<file path="src/rtl/sdpram_arb_pkg.sv">
// ---------------------------------------------------------------------------
// sdpram_arb_pkg
// Shared types and constants for the two-requester SDP-RAM read arbiter:
// FSM state encoding, default bus widths, legal RAM read latencies, the
// round-robin reset value and a small id-to-one-hot helper.
// ---------------------------------------------------------------------------
package sdpram_arb_pkg;

  localparam int ARB_ADDR_W   = 10;
  localparam int ARB_DATA_W   = 8;
  localparam int ARB_LEN_W    = 8;

  // Legal RAM read latencies: bare array, or array plus output register.
  localparam int RD_LAT_NOREG = 1;
  localparam int RD_LAT_OREG  = 2;

  // "Last served" resets to requester 1 so requester 0 wins the first tie.
  localparam logic RR_LAST_RST = 1'b1;

  typedef enum logic [1:0] {
    ST_IDLE  = 2'd0,
    ST_ISSUE = 2'd1,
    ST_DRAIN = 2'd2,
    ST_FIN   = 2'd3
  } arb_state_e;

  function automatic logic [1:0] id2oh(input logic id);
    return id ? 2'b10 : 2'b01;
  endfunction

endpackage

</file>
<file path="src/rtl/sdpram_rd_lat_pipe.sv">
// ---------------------------------------------------------------------------
// sdpram_rd_lat_pipe
// Delay line carrying the "address issued" flag and its owner id alongside
// the RAM read, so they line up with ram_rd_data DEPTH cycles later.
// Ports:
//   rd_clk_tb  in   clock
//   tb_rst     in   async active-high clear (drops any in-flight words)
//   i_vld/i_id in   address issued this cycle / owner
//   o_vld/o_id out  same, delayed by DEPTH cycles
// ---------------------------------------------------------------------------
module sdpram_rd_lat_pipe
  import sdpram_arb_pkg::*;
#(
  parameter int DEPTH = RD_LAT_NOREG
) (
  input  logic rd_clk_tb,
  input  logic tb_rst,
  input  logic i_vld,
  input  logic i_id,
  output logic o_vld,
  output logic o_id
);

  logic [DEPTH:1] r_vld_pipe;
  logic [DEPTH:1] r_id_pipe;

  always_ff @(posedge rd_clk_tb or posedge tb_rst) begin
    if (tb_rst) begin
      r_vld_pipe <= '0;
      r_id_pipe  <= '0;
    end else begin
      r_vld_pipe[1] <= i_vld;
      r_id_pipe[1]  <= i_id;
      for (int s = 2; s <= DEPTH; s++) begin
        r_vld_pipe[s] <= r_vld_pipe[s-1];
        r_id_pipe[s]  <= r_id_pipe[s-1];
      end
    end
  end

  assign o_vld = r_vld_pipe[DEPTH];
  assign o_id  = r_id_pipe[DEPTH];

endmodule

</file>
<file path="src/rtl/sdpram_rd_arbiter.sv">
// ---------------------------------------------------------------------------
// sdpram_rd_arbiter
// Round-robin burst read arbiter in front of a simple dual-port RAM read port.
// Two requesters each ask for a burst (start address + word count); the
// winner gets a one-cycle gnt, its addresses are streamed one per cycle, the
// returned words come back tagged with rd_id, and done pulses once the last
// word has been delivered.
// Ports:
//   rd_clk_tb, tb_rst          clock, async active-high reset
//   req[1:0]                   burst requests (held until gnt)
//   start_addr0/1, len0/1      burst parameters per requester
//   gnt[1:0]                   one-hot grant pulse
//   ram_rd_addr, ram_rd_data   RAM read port (address registered)
//   rd_valid, rd_data, rd_id   returned word, registered
//   done[1:0]                  burst-complete pulse
//   busy                       FSM not idle
// RD_LATENCY must be 1 or 2 (RAM without / with output register).
// ---------------------------------------------------------------------------
module sdpram_rd_arbiter
  import sdpram_arb_pkg::*;
#(
  parameter int ADDR_WIDTH = ARB_ADDR_W,
  parameter int DATA_WIDTH = ARB_DATA_W,
  parameter int LEN_WIDTH  = ARB_LEN_W,
  parameter int RD_LATENCY = RD_LAT_NOREG
) (
  input  logic                  rd_clk_tb,
  input  logic                  tb_rst,
  input  logic [1:0]            req,
  input  logic [ADDR_WIDTH-1:0] start_addr0,
  input  logic [ADDR_WIDTH-1:0] start_addr1,
  input  logic [LEN_WIDTH-1:0]  len0,
  input  logic [LEN_WIDTH-1:0]  len1,
  output logic [1:0]            gnt,
  output logic [ADDR_WIDTH-1:0] ram_rd_addr,
  input  logic [DATA_WIDTH-1:0] ram_rd_data,
  output logic                  rd_valid,
  output logic [DATA_WIDTH-1:0] rd_data,
  output logic                  rd_id,
  output logic [1:0]            done,
  output logic                  busy
);

  arb_state_e            r_state, w_state_nxt;
  logic                  r_last;    // requester served by the previous burst
  logic                  r_owner;   // requester of the burst in flight
  logic [LEN_WIDTH-1:0]  r_cnt;     // words left in ISSUE, cycles left in DRAIN
  logic [ADDR_WIDTH-1:0] r_addr;
  logic [1:0]            r_gnt, r_done;
  logic                  r_rd_valid, r_rd_id;
  logic [DATA_WIDTH-1:0] r_rd_data;

  logic                  w_win, w_take, w_issue, w_last_word, w_drain_end;
  logic [1:0]            w_gnt_nxt, w_done_nxt;
  logic [LEN_WIDTH-1:0]  w_len_sel;
  logic [ADDR_WIDTH-1:0] w_addr_sel;
  logic                  w_pipe_vld, w_pipe_id;

  // On a tie the requester not served last wins; otherwise the lone requester.
  assign w_win       = (req == 2'b11) ? ~r_last : req[1];
  assign w_len_sel   = w_win ? len1 : len0;
  assign w_addr_sel  = w_win ? start_addr1 : start_addr0;
  assign w_last_word = (r_cnt == LEN_WIDTH'(1));
  assign w_drain_end = (r_cnt == '0);

  // ---- state register ----
  always_ff @(posedge rd_clk_tb or posedge tb_rst) begin
    if (tb_rst) r_state <= ST_IDLE;
    else        r_state <= w_state_nxt;
  end

  // ---- next state ----
  always_comb begin
    w_state_nxt = r_state;
    case (r_state)
      ST_IDLE:  if (|req) w_state_nxt = (w_len_sel == '0) ? ST_FIN : ST_ISSUE;
      ST_ISSUE: if (w_last_word) w_state_nxt = ST_DRAIN;
      ST_DRAIN: if (w_drain_end) w_state_nxt = ST_FIN;
      ST_FIN:   w_state_nxt = ST_IDLE;
      default:  w_state_nxt = ST_IDLE;
    endcase
  end

  // ---- outputs (next values of the registered pulses) ----
  always_comb begin
    w_take     = 1'b0;
    w_issue    = 1'b0;
    w_gnt_nxt  = '0;
    w_done_nxt = '0;
    case (r_state)
      ST_IDLE: if (|req) begin
        w_take    = 1'b1;
        w_gnt_nxt = id2oh(w_win);
      end
      ST_ISSUE: w_issue    = 1'b1;
      ST_FIN:   w_done_nxt = id2oh(r_owner);
      default: ;
    endcase
  end

  // ---- burst datapath ----
  always_ff @(posedge rd_clk_tb or posedge tb_rst) begin
    if (tb_rst) begin
      r_cnt   <= '0;
      r_addr  <= '0;
      r_owner <= 1'b0;
      r_last  <= RR_LAST_RST;
      r_gnt   <= '0;
      r_done  <= '0;
    end else begin
      r_gnt  <= w_gnt_nxt;
      r_done <= w_done_nxt;
      if (w_take) begin
        r_owner <= w_win;
        r_cnt   <= w_len_sel;
        r_addr  <= w_addr_sel;
      end else if (w_issue) begin
        // Last address stays on the bus; the counter is reused for DRAIN.
        if (w_last_word) begin
          r_cnt <= LEN_WIDTH'(RD_LATENCY - 1);
        end else begin
          r_cnt  <= r_cnt - 1'b1;
          r_addr <= r_addr + 1'b1;
        end
      end else if (r_state == ST_DRAIN && !w_drain_end) begin
        r_cnt <= r_cnt - 1'b1;
      end
      if (r_state == ST_FIN) r_last <= r_owner;
    end
  end

  // Issue flag travels with the RAM read so it meets ram_rd_data.
  sdpram_rd_lat_pipe #(.DEPTH(RD_LATENCY)) u_lat_pipe (
    .rd_clk_tb (rd_clk_tb),
    .tb_rst    (tb_rst),
    .i_vld     (w_issue),
    .i_id      (r_owner),
    .o_vld     (w_pipe_vld),
    .o_id      (w_pipe_id)
  );

  always_ff @(posedge rd_clk_tb or posedge tb_rst) begin
    if (tb_rst) begin
      r_rd_valid <= 1'b0;
      r_rd_data  <= '0;
      r_rd_id    <= 1'b0;
    end else begin
      r_rd_valid <= w_pipe_vld;
      r_rd_data  <= w_pipe_vld ? ram_rd_data : '0;
      r_rd_id    <= w_pipe_vld ? w_pipe_id : 1'b0;
    end
  end

  assign gnt         = r_gnt;
  assign done        = r_done;
  assign ram_rd_addr = r_addr;
  assign rd_valid    = r_rd_valid;
  assign rd_data     = r_rd_data;
  assign rd_id       = r_rd_id;
  assign busy        = (r_state != ST_IDLE);

endmodule

</file>
<file path="config.mk">
export PLATFORM = sky130hd
export DESIGN_NAME = sdpram_rd_arbiter
export DESIGN_NICKNAME = d
export VERILOG_FILES = /design/src/rtl/sdpram_arb_pkg.sv /design/src/rtl/sdpram_rd_lat_pipe.sv /design/src/rtl/sdpram_rd_arbiter.sv
export SDC_FILE = /design/constraint.sdc
export NUM_CORES = 1
export LEC_CHECK = 0
export ABC_AREA = 0
export CORE_ASPECT_RATIO = 1.25
export CORE_MARGIN = 2
export CORE_UTILIZATION = 41
export CTS_CLUSTER_SIZE = 16
export DETAILED_ROUTE_END_ITERATION = 12
export GPL_ROUTABILITY_DRIVEN = 0
export PLACE_DENSITY = 0.72
export SLEW_MARGIN = 40
export SYNTH_ARGS = -nofsm -noshare
export SYNTH_HDL_FRONTEND = slang
export SYNTH_SLANG_ARGS = --single-unit
</file>
<file path="constraint.sdc">
create_clock -name rd_clk_tb -period 2.1 [get_ports rd_clk_tb]
set_input_delay 0.21 -clock rd_clk_tb [delete_from_list [all_inputs] [get_ports rd_clk_tb]]
set_output_delay 0.21 -clock rd_clk_tb [all_outputs]
set_load 0.05 [all_outputs]
</file>
==> results.sh, run 1 <==
export IMPL_fp_dieH_um=85.6
export IMPL_setup_viol=0
export IMPL_overflow=0
export IMPL_fmax_ghz=0.499
export IMPL_grt_total_usage_pct=19.7
export IMPL_yosysTopAreaCell="dfrtp_1"
export IMPL_p_sw_w=0.000365
export IMPL_drt_pass1_iterations=4
export IMPL_power_frac_seq_pct=43.7
export IMPL_synth_most_common_cell="dfrtp_1"
export IMPL_worst_pin_slew_ps=501
export IMPL_final_nets=359
export IMPL_h_tree_depth=2
export IMPL_synthToLayoutAreaGrowth_pct=50.5
export IMPL_hold_path_class="in2async"
export IMPL_swShare_pct=21.5
export IMPL_wl_per_cell_um=15.4
export IMPL_clock_root_buffer="clkbuf_8"
export IMPL_critical_path_cell_chain="buf_4 > ha_1 > nor3b_1 > a311o_1 > or4_2 > o211ai_1"
export IMPL_vias=2009
export IMPL_cts_tree="yes"
export IMPL_grt_pass1_vias=2039
export IMPL_critPathMaxStageDelay_ps=540
export IMPL_synth_area_leaders="dfrtp_1 (42%), ha_1 (4.6%), and2_1 (3.7%), mux2i_1 (3.7%), o21ai_0 (2.7%)"
export IMPL_diodes=0
export IMPL_peakVddDrop_uv=301
export IMPL_worst_path_buf_inv=1
export IMPL_maxCapViolCount=0
export IMPL_hold_viol_final=0
export IMPL_ys_warn_count=0
export IMPL_cts_inserted_buffers=5
export IMPL_fin_crit_sh_pct=95.4
export IMPL_cts_num_sinks=38
export IMPL_die_w_um=69.3
export IMPL_p_int_w=0.00133
export IMPL_synth_seq_cells=38
export IMPL_slew_headroom_pct=66.5
export IMPL_drcViolationCount=0
export IMPL_cp_arrival_ps=2220
export IMPL_leakage_nw=1.38
export IMPL_fillers=420
export IMPL_critPathCaptureType="flop"
export IMPL_start_kind="flop"
export IMPL_synth_top_cell_area_share_pct=42.4
export IMPL_fin_skew_ps=4.64
export IMPL_crit_fanout=4
export IMPL_routed_wl_um=5630
export IMPL_drt_iter0_markers=184
export IMPL_crit_path_top_delay_cell="or4_2"
export IMPL_asyncSetResetFlopFracSynth_pct=100
export IMPL_initial_core_util_pct=42.7
export IMPL_ys_seq_area_share_pct=43.6
export IMPL_rows=29
export IMPL_dp_cells=356
export IMPL_grt_max_degree=39
export IMPL_synth_nets=265
export IMPL_grt_pass1_wl_um=9470
export IMPL_grt_setup_unrepaired="no"
export IMPL_via_per_inst=5.49
export IMPL_combPwrFrac_pct=11.8
export IMPL_synthCells=209
export IMPL_syn_area_um2=2180
export IMPL_synth_distinct_cells=51
export IMPL_clkTransAtPathRegs_ps=80
export IMPL_syn_mean_instance_area_um2=10.5
export IMPL_core_um2=5120
export IMPL_io_pins=73
export IMPL_post_layout_nonfiller_instances=366
export IMPL_outcome="finished clean"
export IMPL_critPathTopFamily="simple AND/OR/NAND/NOR gates"
export IMPL_multi_input_area_um2=1160
export IMPL_criticalPathCategory="reg2reg"
export IMPL_final_min_clock_period_ps=2000
export IMPL_setup_tns_ps=0
export IMPL_ant_nets=0
export IMPL_seqCellArea_um2=952
export IMPL_worstSkewPairLatency_ps=290
export IMPL_clockPowerShare_pct=44.5
export IMPL_synth_flop_cell="dfrtp_1"
export IMPL_synth_commonest_cells="dfrtp_1 (37), and2_1 (13), o21ai_0 (12)"
export IMPL_synth_edf_count=0
export IMPL_dp_hpwl_um=4220
export IMPL_port_buffers=72
export IMPL_postCtsHoldBufs=0
export IMPL_worstPathRequired_ps=2310
export IMPL_slew_violations=0
export IMPL_grt_antenna_before_repair=0
export IMPL_p_per_area_nw_per_um2=516
export IMPL_die_area_um2=5930
export IMPL_drive_gt1_share_pct=18.4
export IMPL_cts_path_max_buffers=2
export IMPL_whs_ps=334
cells by family after synthesis:
kind of cell	after synthesis	synth area share (%)
AOI/OAI and AO/OA	61	21.7
xor gates and xnor gates	3	1.20
adders and majority gates	8	4.58
buffers and inverters	19	4.18
DFF	38	43.6
muxes	13	6.41
and+or+nand+nor	67	18.3
path summary, 6_finish.rpt:
path	slack [ps]	from	endpoint	depth (start not counted)
min in group rd_clk_tb	450	u_lat_pipe.o_id	rd_id	1
min reg2reg	450	u_lat_pipe.o_id	rd_id	1
max reg2reg	100	r_cnt[0]	r_cnt[4]	6
min	330	tb_rst	gnt[0]	3
max in group asynchronous	1400	tb_rst	r_last	3
max	100	r_cnt[0]	r_cnt[4]	6
worst reg2reg max path: stages, from the launching register on:
cell	delay [ps]
dfrtp_1	390
buf_4	150
ha_1	190
nor3b_1	170
a311o_1	370
or4_2	540
o211ai_1	110
flip-flops by register name (all words and copies together), names as in the netlist:
register          flops
r_state               2
rd_id                 1
u_lat_pipe.o_id       1
gnt                   2
u_lat_pipe.o_vld      1
r_owner               1
rd_valid              1
ram_rd_addr          10
done                  2
r_cnt                 8
rd_data               8
r_last                1
cell type report:
| cell class | count | area share, % |
|---|---|---|
| inverters | 9 | 1.03 |
| flip-flops and latches | 38 | 29.0 |
| well taps | 62 | 2.36 |
| repair buffers | 97 | 28.1 |
| clock buffers | 5 | 2.09 |
| clock inverters | 3 | 2.09 |
| multi-input cells | 152 | 35.4 |
placed cells by master (no fill, tap or decap), drive strengths merged, types with 5 or more instances in the layout:
cell           netlist  routed
o21ai               14      14
o31ai                5       5
or3                  8       8
nor2b                8       8
o211ai               5       5
mux2                 5       5
a31oi                5       5
inv                  9       9
nor2                 6       6
and2                13      13
clkdlybuf4s50        0      71
clkbuf               6       5
nand2                6       6
dfrtp               37      37
nand3                6       6
buf                  4      26
ha                   8       8
a211oi               8       8
or4                  7       7
mux2i                8       8
through the flow:
stage	area, um2	util, %	setup slack (ps)	power, W
after floorplan	2180	-	93.0	0.000829
after global placement	3110	60.7	129	0.000956
after detailed placement	3110	60.7	97.6	0.000958
after CTS	3250	63.4	66.0	0.00171
after global routing	3290	64.2	10.4	0.00176
final	3290	64.2	96.9	0.00170
routing by layer:
layer | global-route usage (%) | wire length [um]
met1 | 23.5 | 2390
met2 | 35.5 | 2780
met3 | 4.47 | 368
met4 | 5.70 | 95
met5 | 0 | 0
power groups by stage:
stage / logic, W / clock network [W] / registers (W)
after floorplan: 0.0000453 / 0 / 0.000784
after global placement: 0.000202 / 0 / 0.000755
after detailed placement: 0.000203 / 0 / 0.000755
after CTS: 0.000204 / 0.000765 / 0.000741
after global routing: 0.000217 / 0.000797 / 0.000742
final: 0.000201 / 0.000755 / 0.000740
timing repair:
item / in CTS / in global routing
buffers inserted: 0 / 2
gates resized for setup: 0 / 8
setup endpoints to repair: 0 / 8
Power figures use the tool's default switching activity.
==> run 2: changes to the inputs <==
CORE_UTILIZATION = 49   (was 41)
PLACE_DENSITY = 0.81   (was 0.72)
clock period = 2.5 ns   (was 2.1 ns; I/O delays follow)
==> run 2 against run 1 <==
  * Flip-flop and latch count is the same
  * Via count shrank 1.9%
  * Count of clock-buffer cells in the layout grew 1
  * Register-to-register slack gained 50 ps
  * Non-clock buffer count shrank 16
  * First-iteration DRC count shrank 67%
  * Setup slack gained 21 ps
  * Clock skew grew 2.6 ps
  * Critical path depth shrank 2
==> results.sh, run 2 (same netlist as run 1, synthesis figures left out) <==
export IMPL_leakage_nw=1.27
export IMPL_rrSetupSlack_ps=150
export IMPL_fp_dieH_um=78.7
export IMPL_p_per_area_nw_per_um2=394
export IMPL_setup_viol=0
export IMPL_ant_nets=0
export IMPL_cts_setup_buffers=0
export IMPL_crit_fanout=9
export IMPL_final_nets=343
export IMPL_worstSkewPairLatency_ps=290
export IMPL_die_w_um=63.7
export IMPL_cts_path_max_buffers=2
export IMPL_cts_resized=0
export IMPL_layout_setup_ws_ps=118
export IMPL_critPathCaptureType="output port"
export IMPL_grt_pass1_vias=1897
export IMPL_diodes=0
export IMPL_hold_viol_final=0
export IMPL_critPathMaxStageDelay_ps=830
export IMPL_h_tree_depth=2
export IMPL_wl_per_cell_um=15.2
export IMPL_postCtsHoldBufs=0
export IMPL_drt_iter0_markers=60
export IMPL_synthToLayoutAreaGrowth_pct=41.7
export IMPL_cts_tree="yes"
export IMPL_cpMostUsedCell="inv_1"
export IMPL_drive_gt1_share_pct=12.5
export IMPL_final_min_clock_period_ps=2380
export IMPL_dp_hpwl_um=3910
export IMPL_start_kind="flop"
export IMPL_routed_wl_um=5270
export IMPL_cp_arrival_ps=2130
export IMPL_hold_path_class="in2async"
export IMPL_fmax_ghz=0.420
export IMPL_clock_root_buffer="clkbuf_8"
export IMPL_outcome="finished clean"
export IMPL_vias=1970
export IMPL_reg2regPathDepth=7
export IMPL_drt_pass1_iterations=4
export IMPL_critical_path_cell_chain="inv_1 > ha_1 > inv_1 > clkdlybuf4s50_1"
export IMPL_largest_reg_flops=10
export IMPL_grt_setup_unrepaired="no"
export IMPL_overflow=0
export IMPL_grt_total_usage_pct=22.2
export IMPL_drcViolationCount=0
export IMPL_core_um2=4360
export IMPL_cts_num_sinks=38
export IMPL_port_buffers=72
export IMPL_clkTransAtPathRegs_ps=80
export IMPL_r2r_start="r_state[1]"
export IMPL_slew_headroom_pct=62.1
export IMPL_final_common_cell="clkdlybuf4s50_1"
export IMPL_via_per_inst=5.69
export IMPL_worst_pin_slew_ps=563
export IMPL_die_area_um2=5010
export IMPL_worstPathRequired_ps=2250
export IMPL_criticalPathCategory="reg2out"
export IMPL_slew_violations=0
export IMPL_fin_crit_sh_pct=95.3
export IMPL_cts_inserted_buffers=5
export IMPL_final_cell_mix="clkdlybuf4s50_1 (72), dfrtp_1 (37), and2_1 (13)"
export IMPL_grt_max_degree=39
export IMPL_fin_skew_ps=7.21
export IMPL_initial_core_util_pct=50.1
export IMPL_grt_antenna_before_repair=0
export IMPL_maxCapViolCount=0
export IMPL_post_place_ws_ps=188
export IMPL_rows=27
export IMPL_crit_path_top_delay_cell="clkdlybuf4s50_1"
export IMPL_grt_pass1_wl_um=8780
export IMPL_peakVddDrop_uv=181
export IMPL_io_pins=73
export IMPL_r2r_end="r_cnt[4]"
export IMPL_setup_tns_ps=0
-- run 2: cell count changes in the layout (fill, tap and decap cells not counted), sizes merged --
cell,change
clkdlybuf4s50,+1
clkbuf,+1
buf,-17
bufinv,-2
clkinvlp,+1
-- run 2: power by group --
group | leakage, nW | internal, W | switching (W)
sequential | 0.464 | 0.000621 | 0.00000136
clock | 0.0472 | 0.000221 | 0.000212
combinational | 0.764 | 0.0000942 | 0.0000691
total | 1.27 | 0.000936 | 0.000282
-- run 2: cell type report --
type	instances	area, um2
multi-input cells	152	1140
flip-flops and latches	38	952
fillers	325	1260
inverters	9	33.8
clock buffers	6	82.6
clock inverters	2	12.5
well taps	58	72.6
repair buffers	81	801
-- run 2: per-stage QoR --
step | cells | hold WS, ps | util [%] | instance area (um2) | total power, W
5_1_grt | 346 | 424 | 71.0 | 3100 | 0.00127
3_3_place_gp | 336 | 431 | 68.2 | 2970 | 0.000797
2_1_floorplan | 209 | 384 | - | 2180 | 0.000697
4_1_cts | 344 | 397 | 70.4 | 3070 | 0.00123
6_report | 346 | 372 | 71.0 | 3100 | 0.00122
3_5_place_dp | 336 | 445 | 68.2 | 2970 | 0.000799
-- run 2: worst max-delay path by stage --
stage                from        to  slack [ps]
4_1_cts        r_state[1]      busy         110
3_3_place_gp     r_cnt[3]  r_cnt[1]         280
6_report       r_state[1]      busy         120
2_1_floorplan    r_cnt[3]  r_cnt[1]         490
3_5_place_dp     r_cnt[3]  r_cnt[1]         190
5_1_grt        r_state[1]      busy           9
-- run 2: routing by layer --
metal  vias up  GRT usage (%)  wire (um)
met5         -              0          0
li1        937              -          -
met4         0           6.74         54
met2        86           40.6       2830
met3         5           4.58        311
met1       942           25.8       2070
-- run 2: critical path: cells and delay by family (launching register included) --
kind / cells / cell delay (ps)
buf+inv: 3 / 1110
fa+ha+maj: 1 / 310
flops: 1 / 430
==> edit, RTL diff (settings of run 2) <==
The package constant `RD_LAT_NOREG` goes from 1 to 2.
--- a/src/rtl/sdpram_arb_pkg.sv
+++ b/src/rtl/sdpram_arb_pkg.sv
@@ -11,7 +11,7 @@
   localparam int ARB_LEN_W    = 8;
 
   // Legal RAM read latencies: bare array, or array plus output register.
-  localparam int RD_LAT_NOREG = 1;
+  localparam int RD_LAT_NOREG = 2;
   localparam int RD_LAT_OREG  = 2;
 
   // "Last served" resets to requester 1 so requester 0 wins the first tie.
Check against the original RTL: not equivalent (Yosys sat finds a counterexample within 4 cycles, from zero or initial values and one cycle with tb_rst high).
==> edit against run 2 <==
- sequential cell count increased by 2
- sequential share of layout area increased by 1.7 points
- clock skew increased by 2.9 ps
- power up 0.87%
- wire length grew 6.9%
- critical path depth stayed put
- largest cell class unchanged
- largest power group unchanged
- non-clock buffer count fell by 3
- cell count rose by 3.5%
- final area down 0.40%
- combinational power down 23%
- fmax up 2.7%
- highest routed layer unchanged
- synthesized area rose by 0.46%
- setup slack improved by 63 ps
==> edit: results (changes against run 2) <==
[run_status]
status = completed

[setup_path]
worst-path-max-fanout = 6  ; -3
cp_slowest_cell = clkdlybuf4s50_1
arrival_ps = 2070  ; -60 ps
crit_start = r_state[0]$_DFFE_PP0P_
max_stage_delay_ps = 810  ; -20 ps
path_delay_family = buffers and inverters

[layout]
final_cells = 358  ; +3.5%
fillers = 337  ; +3.7%
layout-drive-gt1-share_pct = 8.33  ; -4.2 points

[grt]
grt_usage_pct = 24.0  ; +1.7 points
grt_start_max_net_pins = 41  ; +5.1%
grt_pass1_wl_um = 9270  ; +5.7%
grt_antenna_before_repair = 0  ; unchanged

[power]
leakagePower_nw = 1.30  ; +2.0%
vdd_drop_max_mv = 0.264  ; +46%
p_switching_mw = 0.280  ; -0.72%

[logic_synthesis]
seq_area_frac_synth_pct = 45.7  ; +2.1 points
syn_inst = 224  ; +7.2%
synth_common_cells = 39 x dfrtp_1, 29 x nand2_1, 11 x and2_1
yosys-top-cells-area = dfrtp_1 44%, nand2_1 5.0%, ha_1 4.6%, and2_1 3.1%, o22ai_1 2.6%
ys_types = 53  ; +3.9%
synth_nets = 280  ; +5.7%
async_reset_ff_share_pct = 100  ; unchanged

[routing]
num_vias = 2040  ; +3.6%
drtIter0Drc = 77  ; +28%
wirelength_um = 5630  ; +6.9%

[cts]
cts_buffers = 5  ; unchanged
cts_resized = 0  ; unchanged
insertion_delay_ps = 300

[sta]
slew_headroom_pct = 66.4  ; +4.3 points
finalClockSkew_ps = 10.1  ; +2.90 ps

[place]
placedCellCount = 350  ; +4.2%
post-place-ws_ps = 364  ; +176 ps
hpwl_um = 4160  ; +6.3%

[hold_path]
hold_class = reg -> reg

-- edit: final cells by class --
| class | instances | area [µm²] | share of cell area, % |
|---|---|---|---|
| clock buffer | 6 | 82.6 | 2.68 |
| timing repair buffer | 78 | 766 | 24.8 |
| multi-input combinational | 168 | 1120 | 36.4 |
| sequential | 40 | 1000 | 32.5 |
| tap | 58 | 72.6 | 2.35 |
| inverter | 6 | 22.5 | 0.731 |
| clock inverter | 2 | 15.0 | 0.487 |
-- edit: per-stage QoR --
step	util, %	cell area [µm²]
detailed placement	68.5	2990
CTS	70.7	3080
finish	70.7	3080
global placement	68.5	2990
global route	70.7	3080
floorplan	-	2190
-- edit: layer usage --
| layer | up-vias | GRT usage (%) | part of all wire, % |
|---|---|---|---|
| li1 | 983 | - | - |
| met1 | 946 | 29.6 | 41 |
| met2 | 94 | 39.2 | 49 |
| met3 | 17 | 4.67 | 6.5 |
| met4 | 0 | 13.0 | 3.6 |
| met5 | - | 0 | 0 |
-- edit: power by group through the flow --
stage / Combinational (mW) / Clock (mW) / Sequential, mW
2_1_floorplan: 0.0359 / 0 / 0.663
3_3_place_gp: 0.125 / 0 / 0.663
3_5_place_dp: 0.126 / 0 / 0.663
4_1_cts: 0.127 / 0.458 / 0.650
5_1_grt: 0.137 / 0.492 / 0.651
6_report: 0.126 / 0.453 / 0.650
-- edit: cell families (layout without fill, tap and decap cells) --
kind of cell             Yosys count  count (layout)  synth area share, %
AND/OR/NAND/NOR                   95              95                 22.5
adder cells (fa/ha/maj)            8               8                 4.56
flip-flops                        40              40                 45.7
buffers and inverters             16              92                 3.19
XOR/XNOR                           4               4                 1.60
AO/OA/AOI/OAI                     55              55                 19.6
multiplexers                       6               6                 2.91
-- edit: path summary, 6_finish.rpt --
check,slack [ps],endpoint,depth (start not counted)
max,180,busy,4
min,360,u_lat_pipe.r_id_pipe[2]$_DFF_PP0_,0
max reg2reg,330,r_cnt[2]$_DFFE_PP0P_,6
min reg2reg,360,u_lat_pipe.r_id_pipe[2]$_DFF_PP0_,0
max in group asynchronous,1780,r_last$_DFFE_PP1N_,3
min in group asynchronous,370,u_lat_pipe.r_id_pipe[1]$_DFF_PP0_,3
